--- config.mk ---
export PLATFORM = sky130hd
export DESIGN_NAME = parking_gate_sensor_flat
export DESIGN_NICKNAME = d
export VERILOG_FILES = /design/src/rtl/parking_gate_sensor_if.sv /design/src/rtl/parking_gate_sensor.sv /design/src/flat_wrapper.sv
export SDC_FILE = /design/constraint.sdc
export NUM_CORES = 1
export LEC_CHECK = 0
export ABC_AREA = 1
export BUFFER_PORTS_ARGS = -buffer_cell sky130_fd_sc_hd__clkbuf_2
export CAP_MARGIN = 30
export CORE_MARGIN = 1.5
export CORE_UTILIZATION = 42
export CTS_BUF_LIST = sky130_fd_sc_hd__clkbuf_4
export DETAILED_ROUTE_END_ITERATION = 12
export GPL_ROUTABILITY_DRIVEN = 0
export SETUP_SLACK_MARGIN = 0.2
export SYNTH_ARGS = -nofsm -noshare
export SYNTH_HDL_FRONTEND = slang
export SYNTH_SLANG_ARGS = --single-unit
--- constraint.sdc ---
create_clock -name clk_in -period 6.2 [get_ports clk_in]
set_clock_uncertainty 0.1 [all_clocks]
set_input_delay 1.55 -clock clk_in [delete_from_list [all_inputs] [get_ports clk_in]]
set_output_delay 1.55 -clock clk_in [all_outputs]
set_load 0.01 [all_outputs]
--- src/rtl/parking_gate_sensor_if.sv ---
// Lane sensor bundle: raw beam-break inputs toward the gate front end and the
// qualified passage / status outputs toward the parking controller.
interface parking_gate_sensor_if;
    logic beam_a;
    logic beam_b;
    logic car_enter;
    logic car_exit;
    logic lane_busy;
    logic fault;

    modport master (
        output beam_a,
        output beam_b,
        input  car_enter,
        input  car_exit,
        input  lane_busy,
        input  fault
    );

    modport slave (
        input  beam_a,
        input  beam_b,
        output car_enter,
        output car_exit,
        output lane_busy,
        output fault
    );
endinterface

--- src/rtl/parking_gate_sensor.sv ---
// Gate lane front end: synchronises and debounces the two IR beams, decodes the
// beam order into entry/exit passages and emits one stretched pulse per car.
//
// state  | meaning
// IDLE   | lane clear, waiting for a beam
// EN_A   | entering, street beam only
// EN_AB  | entering, both beams blocked
// EN_B   | entering, lot beam only
// EX_B   | exiting, lot beam only
// EX_BA  | exiting, both beams blocked
// EX_A   | exiting, street beam only
// FAULT  | illegal order or stall, wait for lane to clear
module parking_gate_sensor #(
    parameter int DEBOUNCE_CYCLES = 4,
    parameter int TIMEOUT_CYCLES  = 64,
    parameter int PULSE_CYCLES    = 1
) (
    input  logic                 clk_in,
    input  logic                 reset,
    parking_gate_sensor_if.slave lane
);

    localparam int DBW = $clog2(DEBOUNCE_CYCLES + 1);
    localparam int TOW = $clog2(TIMEOUT_CYCLES + 1);
    localparam int PW  = $clog2(PULSE_CYCLES + 1);

    typedef enum logic [2:0] {
        IDLE  = 3'd0,
        EN_A  = 3'd1,
        EN_AB = 3'd2,
        EN_B  = 3'd3,
        EX_B  = 3'd4,
        EX_BA = 3'd5,
        EX_A  = 3'd6,
        FAULT = 3'd7
    } state_t;

    // Bit 1 carries beam A, bit 0 beam B, so filt_q reads directly as {fa,fb}.
    logic [1:0]          meta_q;
    logic [1:0]          sync_q;
    logic [1:0]          filt_q;
    logic [1:0]          filt_d;
    logic [1:0][DBW-1:0] db_cnt_q;
    logic [1:0][DBW-1:0] db_cnt_d;

    state_t              state_q;
    state_t              state_d;
    logic [TOW-1:0]      to_cnt_q;
    logic [TOW-1:0]      to_cnt_d;
    logic                timeout_hit;

    logic                enter_q;
    logic                enter_d;
    logic                exit_q;
    logic                exit_d;
    logic [PW-1:0]       str_cnt_q;
    logic [PW-1:0]       str_cnt_d;
    logic                done_enter;
    logic                done_exit;

    logic                lane_busy_q;
    logic                fault_q;

    always_ff @(posedge clk_in) begin
        if (reset) begin
            meta_q <= '0;
            sync_q <= '0;
        end else begin
            meta_q <= {lane.beam_a, lane.beam_b};
            sync_q <= meta_q;
        end
    end

    // The counter reaches DEBOUNCE_CYCLES first; the filtered value follows one
    // cycle later, giving the synced level DEBOUNCE_CYCLES+1 samples of hold.
    always_comb begin
        filt_d   = filt_q;
        db_cnt_d = '0;
        for (int i = 0; i < 2; i++) begin
            if (sync_q[i] != filt_q[i]) begin
                if (db_cnt_q[i] == DBW'(DEBOUNCE_CYCLES)) begin
                    filt_d[i] = sync_q[i];
                end else begin
                    db_cnt_d[i] = db_cnt_q[i] + 1'b1;
                end
            end
        end
    end

    always_ff @(posedge clk_in) begin
        if (reset) begin
            filt_q   <= '0;
            db_cnt_q <= '0;
        end else begin
            filt_q   <= filt_d;
            db_cnt_q <= db_cnt_d;
        end
    end

    assign timeout_hit = (to_cnt_q == TOW'(TIMEOUT_CYCLES - 1));

    always_comb begin
        state_d    = state_q;
        done_enter = 1'b0;
        done_exit  = 1'b0;
        unique case (state_q)
            IDLE: begin
                case (filt_q)
                    2'b10:   state_d = EN_A;
                    2'b01:   state_d = EX_B;
                    2'b11:   state_d = FAULT;
                    default: state_d = IDLE;
                endcase
            end
            EN_A: begin
                case (filt_q)
                    2'b11:   state_d = EN_AB;
                    2'b00:   state_d = IDLE;
                    2'b01:   state_d = FAULT;
                    default: state_d = EN_A;
                endcase
            end
            EN_AB: begin
                case (filt_q)
                    2'b01:   state_d = EN_B;
                    2'b10:   state_d = EN_A;
                    2'b00:   state_d = FAULT;
                    default: state_d = EN_AB;
                endcase
            end
            EN_B: begin
                case (filt_q)
                    2'b00: begin
                        state_d    = IDLE;
                        done_enter = 1'b1;
                    end
                    2'b11:   state_d = EN_AB;
                    2'b10:   state_d = FAULT;
                    default: state_d = EN_B;
                endcase
            end
            EX_B: begin
                case (filt_q)
                    2'b11:   state_d = EX_BA;
                    2'b00:   state_d = IDLE;
                    2'b10:   state_d = FAULT;
                    default: state_d = EX_B;
                endcase
            end
            EX_BA: begin
                case (filt_q)
                    2'b10:   state_d = EX_A;
                    2'b01:   state_d = EX_B;
                    2'b00:   state_d = FAULT;
                    default: state_d = EX_BA;
                endcase
            end
            EX_A: begin
                case (filt_q)
                    2'b00: begin
                        state_d   = IDLE;
                        done_exit = 1'b1;
                    end
                    2'b11:   state_d = EX_BA;
                    2'b01:   state_d = FAULT;
                    default: state_d = EX_A;
                endcase
            end
            FAULT: begin
                if (filt_q == 2'b00) begin
                    state_d = IDLE;
                end
            end
            default: state_d = IDLE;
        endcase

        // A stall only wins when no legal move is happening this cycle.
        if ((state_d == state_q) && (state_q != IDLE) && (state_q != FAULT) && timeout_hit) begin
            state_d = FAULT;
        end
    end

    always_comb begin
        to_cnt_d = to_cnt_q;
        if ((state_d != state_q) || (state_q == IDLE) || (state_q == FAULT)) begin
            to_cnt_d = '0;
        end else if (to_cnt_q != TOW'(TIMEOUT_CYCLES)) begin
            to_cnt_d = to_cnt_q + 1'b1;
        end
    end

    // A completion always reloads the stretch and silences the opposite pulse.
    always_comb begin
        enter_d   = enter_q;
        exit_d    = exit_q;
        str_cnt_d = str_cnt_q;
        if (enter_q || exit_q) begin
            if (str_cnt_q >= PW'(PULSE_CYCLES)) begin
                enter_d   = 1'b0;
                exit_d    = 1'b0;
                str_cnt_d = '0;
            end else begin
                str_cnt_d = str_cnt_q + 1'b1;
            end
        end
        if (done_enter) begin
            enter_d   = 1'b1;
            exit_d    = 1'b0;
            str_cnt_d = PW'(1);
        end else if (done_exit) begin
            enter_d   = 1'b0;
            exit_d    = 1'b1;
            str_cnt_d = PW'(1);
        end
    end

    always_ff @(posedge clk_in) begin
        if (reset) begin
            state_q     <= IDLE;
            to_cnt_q    <= '0;
            enter_q     <= 1'b0;
            exit_q      <= 1'b0;
            str_cnt_q   <= '0;
            lane_busy_q <= 1'b0;
            fault_q     <= 1'b0;
        end else begin
            state_q     <= state_d;
            to_cnt_q    <= to_cnt_d;
            enter_q     <= enter_d;
            exit_q      <= exit_d;
            str_cnt_q   <= str_cnt_d;
            lane_busy_q <= (state_d != IDLE);
            fault_q     <= (state_d == FAULT);
        end
    end

    assign lane.car_enter = enter_q;
    assign lane.car_exit  = exit_q;
    assign lane.lane_busy = lane_busy_q;
    assign lane.fault     = fault_q;

endmodule

--- src/flat_wrapper.sv ---
// flat-port wrapper written by rule: the top's interface ports become plain ports
module parking_gate_sensor_flat 
#(
    parameter int DEBOUNCE_CYCLES = 4,
    parameter int TIMEOUT_CYCLES  = 64,
    parameter int PULSE_CYCLES    = 1
)
  (clk_in, reset, lane_beam_a, lane_beam_b, lane_car_enter, lane_car_exit, lane_lane_busy, lane_fault);
  parking_gate_sensor_if lane_i ();
  input  logic clk_in;
  input  logic reset;
  input wire logic [$bits(lane_i.beam_a)-1:0] lane_beam_a;
  input wire logic [$bits(lane_i.beam_b)-1:0] lane_beam_b;
  output wire logic [$bits(lane_i.car_enter)-1:0] lane_car_enter;
  output wire logic [$bits(lane_i.car_exit)-1:0] lane_car_exit;
  output wire logic [$bits(lane_i.lane_busy)-1:0] lane_lane_busy;
  output wire logic [$bits(lane_i.fault)-1:0] lane_fault;
  assign lane_i.beam_a = lane_beam_a;
  assign lane_i.beam_b = lane_beam_b;
  assign lane_car_enter = lane_i.car_enter;
  assign lane_car_exit = lane_i.car_exit;
  assign lane_lane_busy = lane_i.lane_busy;
  assign lane_fault = lane_i.fault;
  parking_gate_sensor #(.DEBOUNCE_CYCLES(DEBOUNCE_CYCLES), .TIMEOUT_CYCLES(TIMEOUT_CYCLES), .PULSE_CYCLES(PULSE_CYCLES)) u_core (.clk_in(clk_in), .reset(reset), .lane(lane_i));
endmodule
## After elaboration in Yosys (flattened, before gate mapping)

Cells that the tools add are included.

- $add $sub $neg: 4
- $lt $le $gt $ge: 1
- Equality and inequality tests: 20
- Mux-type cells: 22
- Bitwise logic cells: 2
- Reductions and logical operators: 22

Operators with widths:

| kind | count |
|---|---|
| 3-bit one-hot mux with 3 select lines | 6 |
| 3-bit one-hot mux with 8 select lines | 1 |
| 3-bit == test, second input constant | 7 |
| 1-bit 2-to-1 mux | 12 |
| 3-bit nonzero test | 4 |
| 2-bit AND reduction | 4 |
| 7-bit by 1-bit adder with 7-bit output, second input constant | 1 |
| 7-bit by 6-bit == test with 1-bit output, second input constant | 1 |
| 7-bit inequality test, second input constant | 1 |
| 3-bit by 1-bit adder with 3-bit output, second input constant | 2 |
| 3-bit by 2-bit == test with 1-bit output, second input constant | 2 |
| 3-bit 2-to-1 mux | 2 |
| 2-bit one-hot mux with 3 select lines | 1 |
| 3-bit OR reduction | 2 |
| 2-bit == test, second input constant | 2 |
| 2-bit nonzero test | 2 |
| 2-bit OR reduction | 2 |
| 3-bit by 1-bit == test with 1-bit output, second input constant | 1 |
| 3-bit == test | 1 |
| 1-bit logical AND | 3 |
| 3-bit logical NOT | 1 |
| 1-bit logical OR | 3 |
| 3-bit inequality test | 1 |
| 3-bit inequality test, second input constant | 1 |
| 6 further kinds | 8 |

- Register bits: 27
- Input port bits: 4
- Output and inout bits: 4

## Logic depth before layout (Yosys ltp)

- Depth after elaboration: 12
- Mapped depth: 16

## Worst setup path before layout

No wires, ideal clock.

- Path type: in2reg
- From: input port reset
- To: register u_core.to_cnt_q[3]
- Library setup time: 73 ps
- Data arrival time: 2162 ps
- Data required time: 6027 ps
- Slack: 3865 ps
- Stages on the path: 3
- Path buffers: 0
- Path through: nor4_2 > nand3_4 > nor3_2

- Word-level cells in the longest chain between the ends: 1

RTL lines:

| element | RTL line | source |
|---|---|---|
| from (decl) | flat_wrapper.sv:11 | `input logic reset;` |
| 2-bit OR reduction (no line) | - |  |
| to (signal assigned) | parking_gate_sensor.sv:228 | `to_cnt_q <= to_cnt_d;` |
| to (decl) | parking_gate_sensor.sv:48 | `logic [TOW-1:0] to_cnt_q;` |

Every way passes these cells.
A chain may end at the register's enable or synchronous reset.

## Final worst setup path

- From: register u_core.exit_q, in the netlist u_core.lane.car_exit
- To: output port lane_car_exit

RTL lines:

| element | RTL line | source |
|---|---|---|
| from (decl) | parking_gate_sensor.sv:54 | `logic exit_q;` |
| from (signal assigned) | parking_gate_sensor.sv:230 | `exit_q <= exit_d;` |
| to (decl) | flat_wrapper.sv:15 | `output wire logic [$bits(lane_i.car_exit)-1:0] lane_car_exit;` |

No word-level cell between the ends.

==> impl_metrics.ini <==
[layout]
utilization_pct = 47.05
nFillCells = 386
diodes = 0
seq_area_sq_um = 540.5
drive_gt1_share_pct = 22.48
area_growth_pct = 6.283
final_nets = 237
multi_input_area_sq_um = 932.1

[floorplanning]
rows = 22
die_h_um = 65.35
die_area_sq_um = 4271
start_util_pct = 44.27
core_sq_um = 3689
die_w_um = 65.35
ios = 8

[worst_setup_path]
cp-startpoint = u_core.lane.car_exit
critPathTopFamily = flip-flops
endpoint_kind = primary output
r2r_start = u_core.filt_q[0]
crit_chain = clkbuf_2
critPathBufInv = 1
r2r_slack_ns = 3.86
required_ns = 4.55
cp_slowest_cell = dfxtp_1
path_max_fanout = 2
critical_path_class = reg2out
critical_path_arrival_ns = 0.79
critPathMaxStageDelay_ns = 0.35
start_kind = register

[power]
comb_power_share_pct = 42.5
p_sw_w = 0.0002004
pwr-share-clk_pct = 15.8
switching_share_pct = 41.11
vdd_ir_drop_max_uv = 163.8
p_seq_share_pct = 41.7
p_per_area_nw_per_um2 = 280.9
leakage_nw = 0.7551
p_int_w = 0.0002871

[sta]
maxSlewViolCount = 0
worstMarginPinSlew_ns = 0.4261
hold_viol = 0
setup_viol = 0
timing.final.ws_setup_ns = 3.757
fin_setup_tns_ns = 0
fmax_mhz = 409.4
fin_crit_ns = 2.443
period_share_pct = 39.40
slew_headroom_pct = 70.86
rsz0062_at_grt = false

[logic_synthesis]
syn_area_sq_um = 1633
synth_most_common_cell = inv_1
netlist_instances = 210
synth_common_cells = inv_1 (31), dfxtp_1 (27), nor2_1 (24)
synth_seq_cells = 27
ys_warn_count = 0
yosysSeqAreaShare_pct = 33.10
synth_top_cell_by_area = dfxtp_1
synth_edf_count = 0
synth_top_area_share_pct = 33.10
synth_flop_cell = dfxtp_1
synth_area_leaders = dfxtp_1 (33%), ha_1 (11%), inv_1 (7.1%)
yosysUniqueCellTypes = 31
syn_area_per_cell_sq_um = 7.775
synthArstFlopShare_pct = 0
synth_fp_nets = 228

[placed_design]
io_buffer_count = 7
dpl.hpwl_mm = 2.231
post-place-ws_ns = 3.514

[job]
max-cap-violations = 0

[drt]
vias_per_cell = 4.711
drtIter0Drc = 20
drt-pass1-iter-count = 4
drc = 0
postRouteAntennaNets = 0
wl_mm = 2.756
vias = 1253
wl_per_cell_um = 10.36

[clock_network]
htreeDepth = 1
cts_buffers = 3
clk_latency_ns = 0.31
postCtsHoldBufs = 0
cts-resized-gates = 0
clk_path_buf_depth = 2
cts_sinks = 27
postCtsSetupBuffers = 0
root_buffer = clkbuf_4
cts_tree = yes
clk_pin_slew_ns = 0.13

[grt]
grt_max_degree = 15
grt_overflow = 0
grt_pass1_vias = 1172
grt_pass1_wl_mm = 4.926
grt.total_usage_pct = 14.51
antenna_found_initial = 0

[min_path]
min_from = u_core.meta_q[0]
hold_path_class = reg2reg

[run_status]
outcome = finished clean
[layer usage]
metal  global-route usage, %  up-vias  share of wire (%)  wire, um
li1                        -      682                  -         -
met1                   17.34      558                 47      1304
met2                   26.40       11                 49      1353
met3                   3.253        2                2.9        81
met4                   3.125        0               0.58        16
met5                       0        -                  0         0
[power by group through the flow]
stage                     logic [W]  clock network [W]  registers (W)
final                      0.000207          0.0000773       0.000203
after global routing       0.000231          0.0000881       0.000205
after CTS                  0.000208          0.0000806       0.000203
after detailed placement   0.000208                  0       0.000207
after global placement     0.000206                  0       0.000207
after floorplan            0.000191                  0       0.000196
[worst paths after layout]
path / end / cells after the start
worst min-delay path: u_core.sync_q[0] / 2
worst min register to register: u_core.sync_q[0] / 2
worst max-delay path: lane_car_exit / 1
worst max register to register: u_core.to_cnt_q[5] / 13
[cell usage in the layout (no fill, tap or decap), types with 3 or more instances in the layout]
cell | Yosys | final
nor3_2 | 7 | 7
nand2_2 | 7 | 7
nand4_1 | 5 | 5
inv_2 | 4 | 4
clkbuf_4 | 0 | 4
a21oi_1 | 8 | 8
o21ai_0 | 6 | 6
nor2_2 | 8 | 8
nand2_1 | 23 | 23
ha_1 | 14 | 14
nor2_1 | 24 | 24
nand2_4 | 4 | 4
clkbuf_2 | 0 | 7
inv_1 | 31 | 31
nand3_1 | 15 | 15
nor3_1 | 3 | 3
dfxtp_1 | 27 | 27
xor2_1 | 7 | 7
[state kept, by name, summed over array words and instances, names as in the netlist, 2 cells and up]
name / count
u_core.to_cnt_q: 7
u_core.db_cnt_q: 6
u_core.state_q: 3
u_core.filt_q: 2
u_core.meta_q: 2
u_core.sync_q: 2
[per-stage QoR]
stage	cell area, sq um	cells	power, W	hold slack, ns
2_1_floorplan	1633	210	0.0003863	0.2883
3_3_place_gp	1705	262	0.0004130	0.2910
3_5_place_dp	1705	262	0.0004150	0.2928
4_1_cts	1735	266	0.0004923	0.3116
5_1_grt	1735	266	0.0005245	0.3295
6_report	1735	266	0.0004875	0.3093
[cell type report]
class / instances / share of cell area, %
clock buffer: 4 / 1.730
inverter: 36 / 7.931
multi-input combinational: 144 / 53.71
sequential: 27 / 31.15
tap: 48 / 3.461
timing repair buffer: 7 / 2.019
[cell families after synthesis]
| logic type | Yosys count | share of synthesized area, % |
|---|---|---|
| AOI/OAI and AO/OA | 18 | 6.131 |
| xor gates and xnor gates | 9 | 4.828 |
| adders and majority gates | 14 | 10.73 |
| and+or+nand+nor | 103 | 35.40 |
| DFF | 27 | 33.10 |
| buffers and inverters | 39 | 9.808 |
Note: power is estimated with default switching activity, not from simulation.
